===== src/rtl/snn_pkg.sv =====
// Shared types and default sizing for the SNN inference controller slice.
package snn_pkg;

  localparam int unsigned DEF_NUM_CLASSES = 10;
  localparam int unsigned DEF_WIDTH       = 8;
  localparam int unsigned DEF_TIMESTEPS   = 16;

  typedef enum logic [2:0] {
    ST_IDLE,
    ST_CLEAR,
    ST_RUN,
    ST_SETTLE,
    ST_SCAN,
    ST_DONE
  } state_e;

  function automatic int unsigned max3(input int unsigned a, input int unsigned b,
                                       input int unsigned c);
    int unsigned m;
    m = (a > b) ? a : b;
    return (m > c) ? m : c;
  endfunction

endpackage


===== src/rtl/snn_argmax_scan.sv =====
// Sequential argmax: one accumulator per step, strict compare so ties keep the lowest index.
module snn_argmax_scan #(
  parameter int unsigned NUM_CLASSES = 10,
  parameter int unsigned WIDTH_P     = 8,
  parameter int unsigned IDX_W       = 4
) (
  input  logic                           clk,
  input  logic                           rst_n,
  input  logic                           init,
  input  logic                           step,
  input  logic [NUM_CLASSES*WIDTH_P-1:0] acc,
  output logic [IDX_W-1:0]               next_idx,
  output logic [WIDTH_P-1:0]             next_score
);

  logic [IDX_W-1:0]   idx_q;
  logic [IDX_W-1:0]   best_idx_q;
  logic [WIDTH_P-1:0] best_score_q;
  logic [WIDTH_P-1:0] cur;
  logic               better;

  // The post-step best is exposed so the final compare can be captured on the same edge.
  always_comb begin
    cur        = acc[int'(idx_q) * int'(WIDTH_P) +: WIDTH_P];
    better     = step && (cur > best_score_q);
    next_score = better ? cur   : best_score_q;
    next_idx   = better ? idx_q : best_idx_q;
  end

  always_ff @(posedge clk or negedge rst_n) begin
    if (!rst_n) begin
      idx_q        <= '0;
      best_idx_q   <= '0;
      best_score_q <= '0;
    end else if (init) begin
      idx_q        <= '0;
      best_idx_q   <= '0;
      best_score_q <= '0;
    end else if (step) begin
      best_idx_q   <= next_idx;
      best_score_q <= next_score;
      idx_q        <= (idx_q == IDX_W'(NUM_CLASSES - 1)) ? '0 : idx_q + 1'b1;
    end
  end

endmodule


===== src/rtl/snn_inference_ctrl.sv =====
// Inference sequencer: clear, run timesteps, settle, argmax scan, publish result.
// Define SNN_CTRL_AUTO_RESTART_EN for continuous back-to-back inference.
module snn_inference_ctrl
  import snn_pkg::*;
#(
  parameter int unsigned NUM_CLASSES   = DEF_NUM_CLASSES,
  parameter int unsigned WIDTH_P       = DEF_WIDTH,
  parameter int unsigned TIMESTEPS     = DEF_TIMESTEPS,
  parameter int unsigned SETTLE_CYCLES = 2
) (
  input  logic                           clk_i,
  input  logic                           rst_ni,
  input  logic                           start_i,
  input  logic                           abort_i,
  input  logic [NUM_CLASSES*WIDTH_P-1:0] acc_i,
  output logic                           clear_o,
  output logic                           sample_en_o,
  output logic                           busy_o,
  output logic                           result_valid_o,
  output logic [$clog2(NUM_CLASSES)-1:0] class_o,
  output logic [WIDTH_P-1:0]             score_o
);

  localparam int unsigned CLS_W   = $clog2(NUM_CLASSES);
  localparam int unsigned CNT_MAX = max3(TIMESTEPS, SETTLE_CYCLES, NUM_CLASSES);
  localparam int unsigned CNT_W   = $clog2(CNT_MAX + 1);

  state_e             state_q, state_d;
  logic [CNT_W-1:0]   cnt_q;
  logic [CLS_W-1:0]   scan_idx;
  logic [WIDTH_P-1:0] scan_score;
  logic               scan_step;

  always_comb begin
    state_d = state_q;
    case (state_q)
      ST_IDLE:   if (start_i && !abort_i) state_d = ST_CLEAR;
      ST_CLEAR:  state_d = abort_i ? ST_IDLE : ST_RUN;
      ST_RUN: begin
        if (abort_i) state_d = ST_IDLE;
        else if (cnt_q == CNT_W'(TIMESTEPS - 1)) state_d = ST_SETTLE;
      end
      ST_SETTLE: begin
        if (abort_i) state_d = ST_IDLE;
        else if (cnt_q == CNT_W'(SETTLE_CYCLES - 1)) state_d = ST_SCAN;
      end
      ST_SCAN: begin
        if (abort_i) state_d = ST_IDLE;
        else if (cnt_q == CNT_W'(NUM_CLASSES - 1)) state_d = ST_DONE;
      end
      ST_DONE: begin
`ifdef SNN_CTRL_AUTO_RESTART_EN
        state_d = abort_i ? ST_IDLE : ST_CLEAR;
`else
        state_d = ST_IDLE;
`endif
      end
      default:   state_d = ST_IDLE;
    endcase
  end

  always_ff @(posedge clk_i or negedge rst_ni) begin
    if (!rst_ni) begin
      state_q <= ST_IDLE;
      cnt_q   <= '0;
    end else begin
      state_q <= state_d;
      cnt_q   <= (state_d != state_q) ? '0 : cnt_q + 1'b1;
    end
  end

  // Result is captured on the edge entering DONE, so it is valid alongside the pulse.
  always_ff @(posedge clk_i or negedge rst_ni) begin
    if (!rst_ni) begin
      class_o <= '0;
      score_o <= '0;
    end else if (state_q == ST_SCAN && state_d == ST_DONE) begin
      class_o <= scan_idx;
      score_o <= scan_score;
    end
  end

  assign scan_step      = (state_q == ST_SCAN);
  assign clear_o        = (state_q == ST_CLEAR);
  assign sample_en_o    = (state_q == ST_RUN);
  assign busy_o         = (state_q != ST_IDLE);
  assign result_valid_o = (state_q == ST_DONE);

  snn_argmax_scan #(
    .NUM_CLASSES (NUM_CLASSES),
    .WIDTH_P     (WIDTH_P),
    .IDX_W       (CLS_W)
  ) u_scan (
    .clk        (clk_i),
    .rst_n      (rst_ni),
    .init       (!scan_step),
    .step       (scan_step),
    .acc        (acc_i),
    .next_idx   (scan_idx),
    .next_score (scan_score)
  );

endmodule


===== config.mk =====
export PLATFORM = sky130hd
export DESIGN_NAME = snn_inference_ctrl
export DESIGN_NICKNAME = d
export VERILOG_FILES = /design/src/rtl/snn_pkg.sv /design/src/rtl/snn_argmax_scan.sv /design/src/rtl/snn_inference_ctrl.sv
export SDC_FILE = /design/constraint.sdc
export NUM_CORES = 1
export LEC_CHECK = 0
export BUFFER_PORTS_ARGS = -buffer_cell sky130_fd_sc_hd__buf_2
export CAP_MARGIN = 10
export CORE_MARGIN = 8
export CORE_UTILIZATION = 34
export DETAILED_ROUTE_END_ITERATION = 16
export MAX_ROUTING_LAYER = met4
export RECOVER_POWER = 100
export SYNTH_ARGS = -nofsm -noshare
export SYNTH_HDL_FRONTEND = slang
export SYNTH_SLANG_ARGS = --single-unit
export TNS_END_PERCENT = 30

===== constraint.sdc =====
create_clock -name clk_i -period 6 [get_ports clk_i]
set_input_delay 0.6 -clock clk_i [delete_from_list [all_inputs] [get_ports clk_i]]
set_output_delay 0.6 -clock clk_i [all_outputs]
set_load 0.005 [all_outputs]

==> results_tabular.tex <==
\begin{tabular}{lr}
\hline
Metric & Value \\
\hline
\multicolumn{2}{l}{\textbf{Outcome}} \\
\quad Outcome & finished, violations left \\
\quad Violated checks & capacitance limit, slew limit \\
\multicolumn{2}{l}{\textbf{Die}} \\
\quad Number of top-level design ports & 100 \\
\quad Die X-Extent & 103 um \\
\quad Die Footprint & 10,500 um\^{}2 \\
\quad Vertical die dimension & 103 um \\
\quad Core ar. & 7250 um\^{}2 \\
\quad Std cell rows & 31 \\
\quad Initial cell density of the core & 35.2\% \\
\multicolumn{2}{l}{\textbf{Global routing}} \\
\quad GRT Resource Usage Total & 15.7\% \\
\quad Global-route wire length before repair & 12.4 mm \\
\quad Pin count of the biggest net entering global routing & 46 \\
\quad Antenna violations before repair & 0 \\
\quad Via count of the first global-routing pass & 2,466 \\
\quad Remaining Overflow, GRT & 0 \\
\multicolumn{2}{l}{\textbf{Finish}} \\
\quad Count of antenna diodes in the layout & 0 \\
\quad Core utilization of the finished layout & 43.1\% \\
\quad Most frequent standard cell in the layout excluding fill and tap cells & sky130\_fd\_sc\_hd\_\_buf\_2 \\
\quad Layout cell share with drive strength beyond 1 & 32.2\% \\
\quad Post-route cell area & 3130 um\^{}2 \\
\quad Final Net Count & 444 \\
\quad Area added between synthesis and finish & 22.7\% \\
\quad Count of non-filler cells in the finished layout & 447 \\
\quad Commonest non-fill, non-tap cells in the layout & sky130\_fd\_sc\_hd\_\_buf\_2, sky130\_fd\_sc\_hd\_\_dfrtp\_1, sky130\_fd\_sc\_hd\_\_nor2\_1 \\
\multicolumn{2}{l}{\textbf{Power}} \\
\quad Gate power share & 18.3\% \\
\quad Net load switching power & 0.149 mW \\
\quad Static Leakage & 1.31 nW \\
\quad Power density cells & 181 nW/um\^{}2 \\
\quad Design Power & 0.566 mW \\
\quad Switching Fraction & 26.3\% \\
\quad Part of the power in registers & 48.0\% \\
\quad Largest voltage drop on the vdd net & 0.183 mV \\
\quad Clock group share of total power & 33.7\% \\
\quad Int Power & 0.417 mW \\
\multicolumn{2}{l}{\textbf{Route}} \\
\quad Total routed wirelength & 7.65 mm \\
\quad Number of remaining DRC errors & 0 \\
\quad Number of detailed-routing iterations run before antenna repair & 4 \\
\quad Post-DRT Antenna Nets & 0 \\
\quad Count of routing violations after the opening detailed-route iteration & 155 \\
\quad Via count normalized by instance count & 5.41 \\
\quad Routed length per placed instance & 17.1 um \\
\quad Via Count & 2,417 \\
\multicolumn{2}{l}{\textbf{Timing}} \\
\quad Final min period & 4.58 ns \\
\quad Count of final setup violators & 0 \\
\quad Measured slew at the worst slew-check pin & 1.90 ns \\
\quad Max-slew violations & 83 \\
\quad Maximum clock frequency & 218 MHz \\
\quad RSZ-0062 raised after global routing & false \\
\quad Final hold violation count & 0 \\
\quad Max-slew headroom at the worst pin & -26.7\% \\
\quad Part of the cycle the worst path needs & 76.4\% \\
\quad Setup TNS after final layout & 0 ns \\
\quad Layout Skew & 0.00749 ns \\
\quad Final setup margin & 1.42 ns \\
\quad Tightest hold margin & 0.485 ns \\
\multicolumn{2}{l}{\textbf{Clocking}} \\
\quad Clock network latency to the later pin of the worst-skew pair & 0.29 ns \\
\quad H-tree depth & 2 \\
\quad Maximum number of buffers from clock root to sink & 2 \\
\quad Clock tree from TritonCTS & built \\
\quad Clk slew on worst S/H paths & 0.07 ns \\
\quad CTS buffer count & 5 \\
\quad CTS sink cnt & 36 \\
\quad Number of buffers inserted to repair setup after CTS & 0 \\
\quad Root buffer selected by CTS & sky130\_fd\_sc\_hd\_\_clkbuf\_8 \\
\quad Post-CTS Hold Buffers & 0 \\
\quad Resized Gates After CTS & 0 \\
\multicolumn{2}{l}{\textbf{Worst setup path}} \\
\quad Class of the most critical setup path & reg2reg \\
\quad Data required time of the critical path & 6.20 ns \\
\quad Depth of the worst register-to-register path & 9 \\
\quad Crit. End Element & flip-flop \\
\quad Startpoint of the most critical register-to-register path & u\_scan.idx\_q[0] \\
\quad Critical path arrival & 4.78 ns \\
\quad Maximum fanout encountered on the critical timing path & 45 \\
\quad Reg-to-reg critical path endpoint & score\_o[5] \\
\quad Startpoint type of the worst setup path & flip-flop \\
\quad Reg-to-reg slack, setup & 1.42 ns \\
\multicolumn{2}{l}{\textbf{Yosys}} \\
\quad Biggest area contributors in the synthesized netlist & sky130\_fd\_sc\_hd\_\_dfrtp\_1, sky130\_fd\_sc\_hd\_\_mux4\_2, sky130\_fd\_sc\_hd\_\_ha\_1, sky130\_fd\_sc\_hd\_\_mux2\_2, sky130\_fd\_sc\_hd\_\_mux2i\_1 \\
\quad EDFF count, synth & 0 \\
\quad Syn avg cell area & 9.81 um\^{}2 \\
\quad Cell accounting for the most synthesized area & sky130\_fd\_sc\_hd\_\_dfrtp\_1 \\
\quad Count of synthesis-stage warnings from yosys & 0 \\
\quad Share of the synthesized area in the top cell type & 35.3\% \\
\quad Seq/Total Area, Yosys & 35.3\% \\
\quad Number of distinct standard cells referenced by the synthesized netlist & 52 \\
\quad Main flop type after synthesis & sky130\_fd\_sc\_hd\_\_dfrtp\_1 \\
\quad Proportion of synthesized flip-flops having asynchronous set or reset & 100\% \\
\quad Synthesized cell area & 2550 um\^{}2 \\
\quad Nets in the synthesized netlist & 357 \\
\quad Total of flip-flops plus latches after synthesis & 36 \\
\quad Number of instances in the synthesized netlist & 260 \\
\multicolumn{2}{l}{\textbf{Place}} \\
\quad GP Congestion & 0.912 \\
\quad Placed inst area & 3050 um\^{}2 \\
\quad Setup slack at placement & 1.98 ns \\
\quad Number of port buffers & 99 \\
\quad Post-DP HPWL & 6.04 mm \\
\quad Placed insts & 439 \\
\multicolumn{2}{l}{\textbf{Job}} \\
\quad Count of max-cap constraint violations & 2 \\
\multicolumn{2}{l}{\textbf{Hold path}} \\
\quad Capture endpoint of the worst hold path & score\_o[0] \\
\quad Worst min path class & reg2reg \\
\quad Cell depth of the worst hold path & 2 \\
\quad Hold Startpoint & score\_o[0] \\
\hline
\end{tabular}
==> Yosys cell counts, drive strengths merged, types with 2 or more instances <==
master    n
clkbuf    7
nand2    13
o211ai    2
and3      2
a31oi     5
a2111oi   2
buf      13
mux2i     8
nor2b    11
o22ai     8
nand2b    4
nor3     16
inv      10
a21oi    15
mux4      8
a211oi    8
or3b      2
o21ai     6
mux2      8
o31ai     8
nand3b    2
ha       13
nand3     7
nor3b     2
nor2     19
dfrtp    36
o21a      2
o32ai     7
==> worst max-delay path, cell delays in order (launching register included) <==
cell and delay, ns:
sky130_fd_sc_hd__dfrtp_1 1.50, sky130_fd_sc_hd__mux4_2 0.65, sky130_fd_sc_hd__o22ai_1 0.18, sky130_fd_sc_hd__o32ai_1 0.13, sky130_fd_sc_hd__ha_1 0.33, sky130_fd_sc_hd__and3_1 0.19, sky130_fd_sc_hd__nand2_1 0.14, sky130_fd_sc_hd__o211ai_1 0.82
sky130_fd_sc_hd__a21oi_1 0.23, sky130_fd_sc_hd__o31ai_1 0.31
==> flip-flops by register name (all words and copies together) (netlist names) <==
signal               flops
u_scan.best_score_q      8
score_o                  8
class_o                  4
u_scan.best_idx_q        4
cnt_q                    5
u_scan.idx_q             4
state_q                  3
==> how the worst max path moves through the flow <==
stage / from / to / slack, ns
5_1_grt: u_scan.idx_q[0] / score_o[0] / 1.03
4_1_cts: u_scan.idx_q[0] / score_o[5] / 1.95
3_5_place_dp: u_scan.idx_q[0] / score_o[5] / 1.98
3_3_place_gp: u_scan.idx_q[0] / score_o[3] / 2.04
2_1_floorplan: u_scan.idx_q[0] / score_o[1] / 2.88
6_report: u_scan.idx_q[0] / score_o[5] / 1.42
==> logic make-up (layout without fill, tap and decap cells) <==
family | count (synthesis) | count (layout) | synth area share [%]
flops | 36 | 36 | 35.3
buf+inv | 30 | 118 | 6.47
fa+ha+maj | 13 | 13 | 6.38
mux | 24 | 24 | 13.7
compound gates | 72 | 72 | 20.6
simple gates | 83 | 83 | 16.8
xor+xnor | 2 | 2 | 0.687
==> power groups by stage <==
stage / registers (mW) / clock network [mW] / logic [mW]
final: 0.271 / 0.190 / 0.104
after global routing: 0.274 / 0.207 / 0.116
after CTS: 0.271 / 0.197 / 0.106
after detailed placement: 0.276 / 0 / 0.106
after global placement: 0.276 / 0 / 0.104
after floorplan: 0.270 / 0 / 0.0626
==> per-layer routing <==
layer / vias to the layer above / track usage (%) / part of all wire (%)
met1: 1196 / 18.8 / 44
met4: 0 / 2.93 / 0.76
met3: 9 / 3.58 / 3.9
met2: 55 / 26.4 / 52
met5: - / - / 0
li1: 1157 / - / -
==> layout make-up <==
type | count | area (um^2)
clock buffers | 8 | 100
repair buffers | 100 | 485
inverters | 10 | 37.5
fillers | 749 | 4120
flip-flops and latches | 36 | 901
multi-input cells | 194 | 1480
well taps | 99 | 124
No activity file was read; power rests on OpenSTA's default activity.
